--- src/rtl/quadrature_counter.sv ---
// Quadrature encoder x4 decoder: synchronise, glitch-filter, decode A/B into a signed 36-bit count.
// Latency FILTER_LEN+3 clk edges from pin to count; no backpressure, every accepted step is counted.
module quadrature_counter #(
    parameter int FILTER_LEN = 4,
    parameter bit DIR_INVERT = 1'b0
) (
    input  logic               clk,
    input  logic               reset_n,
    input  logic               enc_a,
    input  logic               enc_b,
    input  logic               clear,
    output logic signed [35:0] count,
    output logic               direction,
    output logic               step_pulse,
    output logic               err_pulse,
    output logic [7:0]         err_cnt
);

    localparam logic [7:0] FLEN = 8'(FILTER_LEN);

    // Bit 1 carries channel A, bit 0 channel B, so the pair reads as {A,B}.
    logic [1:0]      sync_s1;
    logic [1:0]      sync_s2;
    logic [1:0]      sync_s2_d;
    logic [1:0]      filt;
    logic [1:0][7:0] stab_cnt;
    logic [1:0]      stable;

    // stab_cnt is the run length of the current s2 level; the level is taken
    // on the edge at which the run reaches FILTER_LEN.
    always_ff @(posedge clk) begin
        if (!reset_n) begin
            sync_s1   <= '0;
            sync_s2   <= '0;
            sync_s2_d <= '0;
            filt      <= '0;
            stab_cnt  <= '0;
        end else begin
            sync_s1   <= {enc_a, enc_b};
            sync_s2   <= sync_s1;
            sync_s2_d <= sync_s2;
            for (int i = 0; i < 2; i++) begin
                if (sync_s2[i] != sync_s2_d[i]) begin
                    stab_cnt[i] <= 8'd1;
                    if (FLEN == 8'd1) begin
                        filt[i] <= sync_s2[i];
                    end
                end else if (stab_cnt[i] != FLEN) begin
                    stab_cnt[i] <= stab_cnt[i] + 8'd1;
                    if (stab_cnt[i] + 8'd1 == FLEN) begin
                        filt[i] <= sync_s2[i];
                    end
                end
            end
        end
    end

    always_comb begin
        stable[0] = (stab_cnt[0] == FLEN);
        stable[1] = (stab_cnt[1] == FLEN);
    end

    function automatic logic [1:0] gray_pos(input logic [1:0] ab);
        case (ab)
            2'b00:   return 2'd0;
            2'b10:   return 2'd1;
            2'b11:   return 2'd2;
            default: return 2'd3;
        endcase
    endfunction

    logic              primed;
    logic [1:0]        prev_state;
    logic [1:0]        pos_delta;
    logic              fwd;
    logic              rev;
    logic              illegal;
    logic              inc;
    logic              dec;
    logic signed [35:0] count_q;

    // Position difference modulo 4: 1 = forward, 3 = reverse, 2 = both bits flipped.
    always_comb begin
        pos_delta = gray_pos(filt) - gray_pos(prev_state);
        fwd       = primed && (pos_delta == 2'd1);
        rev       = primed && (pos_delta == 2'd3);
        illegal   = primed && (pos_delta == 2'd2);
        inc       = DIR_INVERT ? rev : fwd;
        dec       = DIR_INVERT ? fwd : rev;
    end

    always_ff @(posedge clk) begin
        if (!reset_n) begin
            primed     <= 1'b0;
            prev_state <= '0;
            count_q    <= '0;
            direction  <= 1'b0;
            step_pulse <= 1'b0;
            err_pulse  <= 1'b0;
            err_cnt    <= '0;
        end else begin
            step_pulse <= fwd | rev;
            err_pulse  <= illegal;
            if (primed) begin
                prev_state <= filt;
            end else if (&stable) begin
                primed     <= 1'b1;
                prev_state <= filt;
            end
            if (clear) begin
                count_q <= '0;
            end else if (inc) begin
                count_q <= count_q + 36'sd1;
            end else if (dec) begin
                count_q <= count_q - 36'sd1;
            end
            if (inc) begin
                direction <= 1'b1;
            end else if (dec) begin
                direction <= 1'b0;
            end
            if (illegal && (err_cnt != 8'hFF)) begin
                err_cnt <= err_cnt + 8'd1;
            end
        end
    end

    assign count = count_q;

endmodule

--- config.mk ---
export PLATFORM = sky130hd
export DESIGN_NAME = quadrature_counter
export DESIGN_NICKNAME = d
export VERILOG_FILES = /design/src/rtl/quadrature_counter.sv
export SDC_FILE = /design/constraint.sdc
export NUM_CORES = 1
export LEC_CHECK = 0
export BUFFER_PORTS_ARGS = -buffer_cell sky130_fd_sc_hd__buf_2
export CAP_MARGIN = 10
export CORE_ASPECT_RATIO = 1.2
export CORE_UTILIZATION = 59
export DETAILED_ROUTE_END_ITERATION = 12
export GPL_ROUTABILITY_DRIVEN = 0
export GPL_TIMING_DRIVEN = 0
export PLACE_DENSITY = 0.8
export SETUP_SLACK_MARGIN = 0.1
export SLEW_MARGIN = 20
export SYNTH_ARGS = -nofsm -noshare
export SYNTH_HDL_FRONTEND = slang
export SYNTH_SLANG_ARGS = --single-unit
--- constraint.sdc ---
create_clock -name clk -period 4.8 [get_ports clk]
set_input_delay 0 -clock clk [delete_from_list [all_inputs] [get_ports clk]]
set_output_delay 0 -clock clk [all_outputs]
set_load 0.005 [all_outputs]
==> results of run 1 <==
## sequential cells by signal (all words and copies together) (netlist names)
register and count:
count 36, direction 1, err_cnt 8, err_pulse 1, filt 2, prev_state 2
primed 1, stab_cnt 16, step_pulse 1, sync_s1 2, sync_s2 2, sync_s2_d 2
## kinds of logic (layout without fill, tap and decap cells)
group           Yosys count  after routing  share of synthesized area [%]
simple gates            234            234                           22.1
compound gates          166            166                           21.9
flops                    74             74                           30.5
xor+xnor                 49             49                           9.13
fa+ha+maj                47             47                           12.2
buf+inv                  38            109                           3.11
mux                       5              5                           1.03
## layer usage
layer	routed length, um	vias up
li1	-	2336
met1	4960	2156
met2	5640	131
met3	612	18
met4	168	0
met5	0	-
## area by class of cell
cell class | instances | area (um^2) | area share (%)
clock inverters | 7 | 82.6 | 1.50
plain buffers | 24 | 98.8 | 1.80
inverters | 14 | 52.6 | 0.955
repair buffers | 55 | 313 | 5.69
well taps | 92 | 115 | 2.09
multi-input cells | 501 | 3230 | 58.8
flip-flops and latches | 74 | 1480 | 26.9
clock buffers | 9 | 124 | 2.25
## layout by cell type (no fill, tap or decap), types with 3 or more instances in the layout
cell	netlist	final
nand4_1	9	9
clkbuf_2	3	3
inv_1	13	13
nand2b_1	6	5
a21o_1	17	17
o21ai_0	30	30
a211oi_1	9	9
a21oi_1	63	63
xnor2_1	25	25
nor3_1	10	10
clkbuf_1	17	17
nand2_1	75	75
a22oi_1	3	3
ha_1	46	46
and2_1	7	7
a31oi_1	6	6
dlygate4sd3_1	0	3
and4_1	5	5
and3_1	6	6
mux2i_1	5	5
nor2_1	72	72
o211ai_1	3	3
o21a_1	4	4
inv_6	0	3
nand3_1	29	29
xor2_1	23	23
dfxtp_1	74	74
clkbuf_8	0	9
a21boi_0	4	4
buf_2	1	52
## worst max-delay path, delay by kind of cell, from the launching register on
kind | cells | cell delay [ns]
adder cells (fa/ha/maj) | 3 | 0.76
buffers and inverters | 3 | 0.47
AO/OA/AOI/OAI | 7 | 1.58
XOR/XNOR | 1 | 0.39
flip-flops | 1 | 0.40
AND/OR/NAND/NOR | 2 | 0.50
## worst paths after layout
check	end
setup / recovery	count[35]
setup reg to reg	count[35]
hold reg to reg	sync_s2[1]
hold / removal	stab_cnt[8]
## report_power, final
group | internal [mW] | switching [mW]
registers | 0.623 | 0.00996
clock network | 0.249 | 0.268
logic | 0.0227 | 0.0330
## stage by stage
step	std cells	hold slack, ns	power, mW	setup TNS, ns
4_1_cts	776	0.0512	1.22	0
3_5_place_dp	757	0.213	0.700	0
6_report	776	0.0640	1.21	0
5_1_grt	776	0.0814	1.25	0
2_1_floorplan	613	0.127	0.686	0
3_3_place_gp	756	0.206	0.699	-0.648
## timing repair
item | CTS | global route
hold endpoints to repair | 3 | 0
hold buffers | 3 | 0
gates resized for setup | 0 | 0
==> impl_metrics.env, run 1 <==
export IMPL_tightest_slew_ns=0.614
export IMPL_synthTopCellsByArea="dfxtp_1, ha_1, a21oi_1"
export IMPL_port_buffers=51
export IMPL_chipHeight_um=101
export IMPL_met1_usage_pct=33.3
export IMPL_grt_busiest_layer="met2"
export IMPL_grt_pass1_vias=4316
export IMPL_first_pass_iters=9
export IMPL_outcome="finished with violations"
export IMPL_placed_cell_area_mm2=0.00527
export IMPL_grt_start_max_net_pins=28
export IMPL_grt_use_met3_pct=4.73
export IMPL_crit_fanout=27
export IMPL_post_route_period_util_pct=88.6
export IMPL_yosysUniqueCellTypes=65
export IMPL_cts_setup_buffers=0
export IMPL_cts_path_max_buffers=2
export IMPL_cp_start_kind="flip-flop"
export IMPL_fin_nets=731
export IMPL_worstSetupPathType="flip-flop to flip-flop"
export IMPL_drv_slew=0
export IMPL_min_period_ns=4.25
export IMPL_yosysSeqAreaShare_pct=30.5
export IMPL_fillers=658
export IMPL_cts_max_level=3
export IMPL_relSlewSlack_pct=59.0
export IMPL_wl_per_cell_um=14.7
export IMPL_startpoint="filt[1]"
export IMPL_core_area_mm2=0.00784
export IMPL_grt_setup_unrepaired="no"
export IMPL_ys_flop_type="dfxtp_1"
export IMPL_synth_top_area_cell="dfxtp_1"
export IMPL_postRouteAntennaNets=0
export IMPL_synth_common_cells="nand2_1, dfxtp_1, nor2_1, a21oi_1, ha_1"
export IMPL_dieArea_mm2=0.00861
export IMPL_area_growth_pct=13.1
export IMPL_dp_slack_ns=0.587
export IMPL_synthCells=613
export IMPL_dieWidth_um=84.9
export IMPL_yosysTopAreaCellShare_pct=30.5
export IMPL_min_from="reset_n"
export IMPL_required_ns=5.04
export IMPL_syn_nets=665
export IMPL_failed_checks="design-rule violations"
export IMPL_cp_arrival_ns=4.49
export IMPL_setup_viol=0
export IMPL_diodes=0
export IMPL_drc=3
export IMPL_worst_skew_pair_late_latency_ns=0.36
export IMPL_cts_sinks=74
export IMPL_root_buffer="clkbuf_8"
export IMPL_setup_slack_ns=0.549
export IMPL_clk_pin_slew_ns=0.09
export IMPL_postLayoutCellArea_mm2=0.00550
export IMPL_num_rows=35
export IMPL_netlist_area_mm2=0.00486
export IMPL_vias_per_cell=5.98
export IMPL_fmax_mhz=235
export IMPL_fin_util_pct=70.2
export IMPL_ir_drop_uv=134
export IMPL_reg2reg_slack_ns=0.55
export IMPL_totalWireLength_um=11400
export IMPL_crit_chain="inv_1 > ha_1 > ha_1 > xor3_1 > nand2b_2 > buf_16 > ha_1 > clkbuf_2 > a211oi_1 > o21ai_0 > nand3_1 > a31oi_1 > o311ai_0 > a21oi_1 > o21ai_0 > o31ai_1"
export IMPL_grt_pass1_wl_um=19200
export IMPL_first_iter_violations=247
export IMPL_drive_gt1_share_pct=13.0
export IMPL_yosys_warnings=0
export IMPL_ff2ff_path_depth=16
export IMPL_crit_top_cell="ha_1"
export IMPL_cts_buffers=9
export IMPL_ys_seq_elements=74
export IMPL_holdPathStages=3
export IMPL_drv_cap=0
export IMPL_vias=4641
export IMPL_ios=52
export IMPL_max_stage_delay_ns=0.46
export IMPL_yosysMostFrequentCell="nand2_1"
export IMPL_cts_tree="done"
export IMPL_grtUsageTotal_pct=27.5
export IMPL_dp_hpwl_um=8490
export IMPL_synth_area_per_cell_um2=7.94
export IMPL_synth_edf_count=0
export IMPL_grt_util_met2_pct=49.5
export IMPL_cp_slowest_cell="o311ai_0"
export IMPL_regToRegStartpoint="filt[1]"
export IMPL_fin_worst_skew_ns=0.0131
export IMPL_initial_core_util_pct=62.1
export IMPL_antenna_found_initial=0
export IMPL_synth_async_reset_ratio_pct=0
export IMPL_globalRoute_totalOverflow=0
export IMPL_p_leak_nw=2.58
export IMPL_hold_viol_final=0
export IMPL_p_per_area_mw_per_mm2=219
export IMPL_hold_class="primary input to flip-flop"
export IMPL_cp_end_kind="flip-flop"
(Power assumes the default switching activity.)
==> run 2: changes to the inputs <==
ABC_AREA = 1   (was default)
PLACE_DENSITY = 0.79   (was 0.8)
==> impl_metrics.env, run 2 <==
export IMPL_outcome="completed"
export IMPL_hold_ws_ns=0.0250
export IMPL_setup_viol=0
export IMPL_antenna_found_initial=0
export IMPL_worstSetupPathType="flip-flop to flip-flop"
export IMPL_cts_setup_buffers=0
export IMPL_fillers=913
export IMPL_diodes=0
export IMPL_core_area_mm2=0.00922
export IMPL_yosys_warnings=0
export IMPL_first_pass_iters=5
export IMPL_cts_max_level=3
export IMPL_area_growth_pct=11.7
export IMPL_postRouteAntennaNets=0
export IMPL_vias_per_cell=5.05
export IMPL_setup_tns_ns=0
export IMPL_drc=0
export IMPL_yosysTopAreaCellShare_pct=26.0
export IMPL_cts_sinks=74
export IMPL_dieArea_mm2=0.0100
export IMPL_drv_slew=0
export IMPL_synth_area_per_cell_um2=6.15
export IMPL_grt_pass1_wl_um=22500
export IMPL_cp_arrival_ns=3.88
export IMPL_ir_drop_uv=197
export IMPL_globalRoute_totalOverflow=0
export IMPL_tightest_slew_ns=0.507
export IMPL_synthTopCellsByArea="dfxtp_1, nand2_1, inv_1"
export IMPL_dp_slack_ns=1.21
export IMPL_first_iter_violations=299
export IMPL_cts_buffers=9
export IMPL_synthCells=926
export IMPL_grtUsageTotal_pct=27.9
export IMPL_min_period_ns=3.63
export IMPL_largest_reg_flops=36
export IMPL_ys_seq_elements=74
export IMPL_vias=5636
export IMPL_ys_flop_type="dfxtp_1"
export IMPL_wl_per_cell_um=11.9
export IMPL_port_buffers=51
export IMPL_hold_class="primary input to flip-flop"
export IMPL_grt_setup_unrepaired="no"
export IMPL_yosysMostFrequentCell="nand2_1"
export IMPL_cp_slowest_cell="fa_1"
export IMPL_fin_nets=1044
export IMPL_max_stage_delay_ns=0.46
export IMPL_setup_slack_ns=1.17
export IMPL_crit_fanout=25
export IMPL_relSlewSlack_pct=66.1
export IMPL_fin_worst_skew_ns=0.0126
export IMPL_totalWireLength_um=13200
export IMPL_drv_cap=0
export IMPL_synth_async_reset_ratio_pct=0
export IMPL_synth_top_area_cell="dfxtp_1"
export IMPL_p_per_area_mw_per_mm2=188
export IMPL_p_total_mw=1.20
export IMPL_netlist_area_mm2=0.00569
export IMPL_grt_pass1_vias=5219
export IMPL_fmax_mhz=276
export IMPL_yosysUniqueCellTypes=34
export IMPL_final_common_cell="nand2_1"
export IMPL_drive_gt1_share_pct=11.8
export IMPL_worst_skew_pair_late_latency_ns=0.36
export IMPL_cts_path_max_buffers=2
export IMPL_num_rows=38
export IMPL_synth_edf_count=0
export IMPL_dp_hpwl_um=10500
export IMPL_cts_tree="done"
export IMPL_reg2reg_slack_ns=1.17
export IMPL_cp_end_kind="flip-flop"
export IMPL_hold_viol_final=0
export IMPL_crit_top_cell="nand2_1"
export IMPL_clk_pin_slew_ns=0.09
export IMPL_yosysSeqAreaShare_pct=26.0
export IMPL_root_buffer="clkbuf_8"
export IMPL_cts_resized=0
export IMPL_p_leak_nw=3.72
export IMPL_initial_core_util_pct=61.7
export IMPL_synth_common_cells="nand2_1, inv_1, nor2_1, dfxtp_1, nand3_1"
export IMPL_syn_nets=978
export IMPL_ios=52
export IMPL_chipHeight_um=110
export IMPL_grt_start_max_net_pins=26
export IMPL_crit_chain="inv_1 > ha_1 > inv_1 > ha_1 > nor2_4 > nand3_2 > buf_16 > fa_1 > nand3_1 > nand3_2 > nand2_1 > nand2_1 > nand3_1 > nand2_1 > nand2_1 > nand2_1 > nand2_1 > nand3_1 > nand2_1 > inv_1"
export IMPL_required_ns=5.05
export IMPL_final_cell_mix="nand2_1, inv_1, nor2_1"
export IMPL_post_route_period_util_pct=75.6
export IMPL_cp_start_kind="flip-flop"
export IMPL_dieWidth_um=91.7
-- run 2: cell types whose count changed after synthesis, moves of 7 or more --
| cell | change |
|---|---|
| nand2_1 | +151 |
| nand3_2 | +7 |
| nand3_1 | +31 |
| a211oi_1 | -9 |
| inv_1 | +149 |
| a21oi_1 | -10 |
| xnor2_1 | -14 |
| nor2_2 | +8 |
| a21o_1 | -17 |
| o21ai_0 | +14 |
| clkbuf_1 | -11 |
| nand2_2 | +13 |
| nor2_1 | +70 |
-- run 2: repair_timing --
item / CTS / global route
hold buffers: 3 / 0
setup endpoints to repair: 0 / 0
hold endpoints to repair: 7 / 0
-- run 2: final timing paths --
check / to / depth (start not counted) / from
worst max-delay path: count[30] / 20 / prev_state[1]
worst min-delay path: count[0] / 4 / clear
worst max register to register: count[30] / 20 / prev_state[1]
worst min register to register: sync_s2[1] / 2 / sync_s1[1]
-- run 2: critical path: cells and delay by family (launching register included) --
kind,cells,cell delay [ns]
and+or+nand+nor,13,1.65
adders and majority gates,3,1.08
buffers and inverters,4,0.42
DFF,1,0.36
-- run 2: through the flow --
| step | util (%) | area (um^2) | std cells |
|---|---|---|---|
| 2_1_floorplan | - | 5690 | 926 |
| 3_3_place_gp | 66.1 | 6100 | 1097 |
| 3_5_place_dp | 66.4 | 6130 | 1098 |
| 4_1_cts | 68.9 | 6360 | 1117 |
| 5_1_grt | 68.9 | 6360 | 1117 |
| 6_report | 68.9 | 6360 | 1117 |
-- run 2: kinds of logic (layout without fill, tap and decap cells) --
group | Yosys count | after routing | share of synthesized area [%]
xor gates and xnor gates | 34 | 34 | 5.23
AOI/OAI and AO/OA | 109 | 109 | 10.0
DFF | 74 | 74 | 26.0
and+or+nand+nor | 482 | 482 | 36.2
buffers and inverters | 180 | 251 | 12.1
adders and majority gates | 47 | 47 | 10.5
-- run 2: per-layer routing --
layer | global-route usage (%) | part of all wire, %
met3 | 5.05 | 4.4
met1 | 32.6 | 45
met5 | 0 | 0
met4 | 8.96 | 2.0
met2 | 51.7 | 49
-- run 2: where the power goes --
| part | switching (mW) | internal (mW) | leakage (nW) | total (mW) |
|---|---|---|---|---|
| clock | 0.255 | 0.243 | 0.0962 | 0.498 |
| sequential | 0.0104 | 0.624 | 0.598 | 0.634 |
| combinational | 0.0407 | 0.0244 | 3.02 | 0.0651 |
| total | 0.306 | 0.892 | 3.72 | 1.20 |
-- run 2: final cells by class --
cell class              count  area [um^2]  area share, %
well taps                 120          150           2.36
clock buffers               9          124           1.95
inverters                 167          627           9.86
plain buffers              13         60.1          0.945
repair buffers             55          313           4.92
clock inverters             7         76.3           1.20
multi-input cells         672         3530           55.5
flip-flops and latches     74         1480           23.3
==> run 3: changes to the inputs <==
ABC_AREA = 0   (was 1)
CORE_UTILIZATION = 54   (was 59)
PLACE_DENSITY = 0.77   (was 0.79)
clock period = 3.2 ns   (was 4.8 ns; I/O delays follow)
==> impl_metrics.env, run 3 (synthesized netlist as in run 1, its figures left out) <==
export IMPL_grt_start_max_net_pins=14
export IMPL_setup_slack_ns=-0.425
export IMPL_largest_reg_flops=36
export IMPL_dp_hpwl_um=8780
export IMPL_multi_input_area_mm2=0.00388
export IMPL_postRouteAntennaNets=0
export IMPL_cp_arrival_ns=3.88
export IMPL_grt_pass1_vias=4924
export IMPL_min_period_ns=3.62
export IMPL_fin_worst_skew_ns=0.0128
export IMPL_globalRoute_totalOverflow=0
export IMPL_first_pass_iters=7
export IMPL_regToRegStartpoint="filt[1]"
export IMPL_clk_pin_slew_ns=0.09
export IMPL_ios=52
export IMPL_cts_buffers=9
export IMPL_required_ns=3.46
export IMPL_worstSetupPathType="flip-flop to flip-flop"
export IMPL_drv_slew=0
export IMPL_hold_viol_final=0
export IMPL_dieWidth_um=88.6
export IMPL_setup_tns_ns=-5.19
export IMPL_totalWireLength_um=14600
export IMPL_final_cell_mix="nand2_1, dfxtp_1, nor2_1"
export IMPL_setup_viol=24
export IMPL_relSlewSlack_pct=60.1
export IMPL_grtUsageTotal_pct=29.9
export IMPL_area_growth_pct=32.6
export IMPL_cp_end_kind="flip-flop"
export IMPL_initial_core_util_pct=56.2
export IMPL_cts_max_level=3
export IMPL_hold_ws_ns=0.0560
export IMPL_first_iter_violations=375
export IMPL_diodes=0
export IMPL_fillers=602
export IMPL_grt_setup_unrepaired="yes"
export IMPL_cts_sinks=74
export IMPL_ir_drop_uv=273
export IMPL_vias=5184
export IMPL_chipHeight_um=106
export IMPL_min_from="reset_n"
export IMPL_wl_per_cell_um=17.5
export IMPL_crit_fanout=12
export IMPL_worst_skew_pair_late_latency_ns=0.37
export IMPL_hold_class="primary input to flip-flop"
export IMPL_post_route_period_util_pct=113
export IMPL_startpoint="filt[1]"
export IMPL_seqCellArea_mm2=0.00149
export IMPL_core_area_mm2=0.00866
export IMPL_antenna_found_initial=0
export IMPL_fmax_mhz=276
export IMPL_port_buffers=51
export IMPL_cts_path_max_buffers=2
export IMPL_root_buffer="clkbuf_8"
export IMPL_cts_tree="done"
export IMPL_cp_start_kind="flip-flop"
export IMPL_outcome="finished with violations"
export IMPL_dieArea_mm2=0.00939
export IMPL_fin_nets=768
export IMPL_tightest_slew_ns=0.599
export IMPL_p_per_area_mw_per_mm2=284
export IMPL_drc=0
export IMPL_drv_cap=0
export IMPL_p_leak_nw=2.86
export IMPL_failed_checks="negative setup slack"
export IMPL_drive_gt1_share_pct=28.5
export IMPL_vias_per_cell=6.20
export IMPL_reg2reg_slack_ns=-0.42
export IMPL_num_rows=37
export IMPL_grt_pass1_wl_um=22100
export IMPL_final_common_cell="nand2_1"
-- run 3: changes by cell type in the layout (fill, tap and decap cells not counted), moves of 24 or more --
cell / previous run / this run
buf_4: 1 / 34
ha_1: 46 / 22
inv_1: 162 / 11
nand2_1: 226 / 73
nand3_1: 59 / 25
nor2_1: 142 / 65
o21ai_0: 44 / 15
-- run 3: through the flow --
step	cell area (um^2)	util (%)	instances	setup WS (ns)	power (mW)
floorplan	4900	-	613	-0.232	1.03
global placement	5300	61.2	781	-0.660	1.05
detailed placement	5300	61.2	781	-0.738	1.05
CTS	6150	71.1	827	-0.268	1.84
global route	6450	74.5	836	-0.537	1.90
finish	6450	74.5	836	-0.425	1.83
-- run 3: routing by layer --
layer  part of all wire (%)  up-vias  wire length (um)  global-route usage [%]
met5                      0        -                 0                       0
met4                    4.3        0               623                    15.3
met3                    6.4       62               933                    6.37
met2                     51      250              7440                    52.3
met1                     39     2476              5650                    33.5
li1                       -     2396                 -                       -
-- run 3: area by class of cell --
| type | count | share of cell area, % |
|---|---|---|
| Buffer | 23 | 1.65 |
| Clock buffer | 9 | 1.92 |
| Clock inverter | 5 | 1.26 |
| Inverter | 14 | 0.814 |
| Multi-Input combinational cell | 504 | 60.1 |
| Sequential cell | 74 | 23.0 |
| Tap cell | 117 | 2.27 |
| Timing Repair Buffer | 90 | 8.92 |
-- run 3: final timing paths --
| check | to | cells after the start |
|---|---|---|
| setup reg to reg | count[34] | 15 |
| hold reg to reg | sync_s2[1] | 1 |
| hold / removal | err_cnt[2] | 3 |
| setup / recovery | count[34] | 15 |
-- run 3: power breakdown --
part	leakage [nW]	internal [mW]	switching [mW]
clock	0.101	0.430	0.369
combinational	2.16	0.0345	0.0508
sequential	0.600	0.934	0.0152
-- run 3: timing repair --
item	4_1_cts	5_1_grt
resized for setup	78	51
pin swaps	24	17
setup buffers	27	13
hold buffers	3	0
hold endpoints to repair	3	0
endpoints found under the setup margin	31	29
cloned	3	0
-- run 3: worst max-delay path, stage by stage, from the launching register on --
cell	delay, ns
dfxtp_2	0.33
buf_4	0.15
ha_4	0.17
nor2_4	0.09
xor3_2	0.43
nand2b_4	0.26
buf_4	0.18
ha_4	0.29
a21o_1	0.12
a21oi_1	0.12
o21a_1	0.22
o31a_1	0.32
o21ai_1	0.23
a21oi_2	0.08
o2111a_1	0.27
a221o_1	0.26
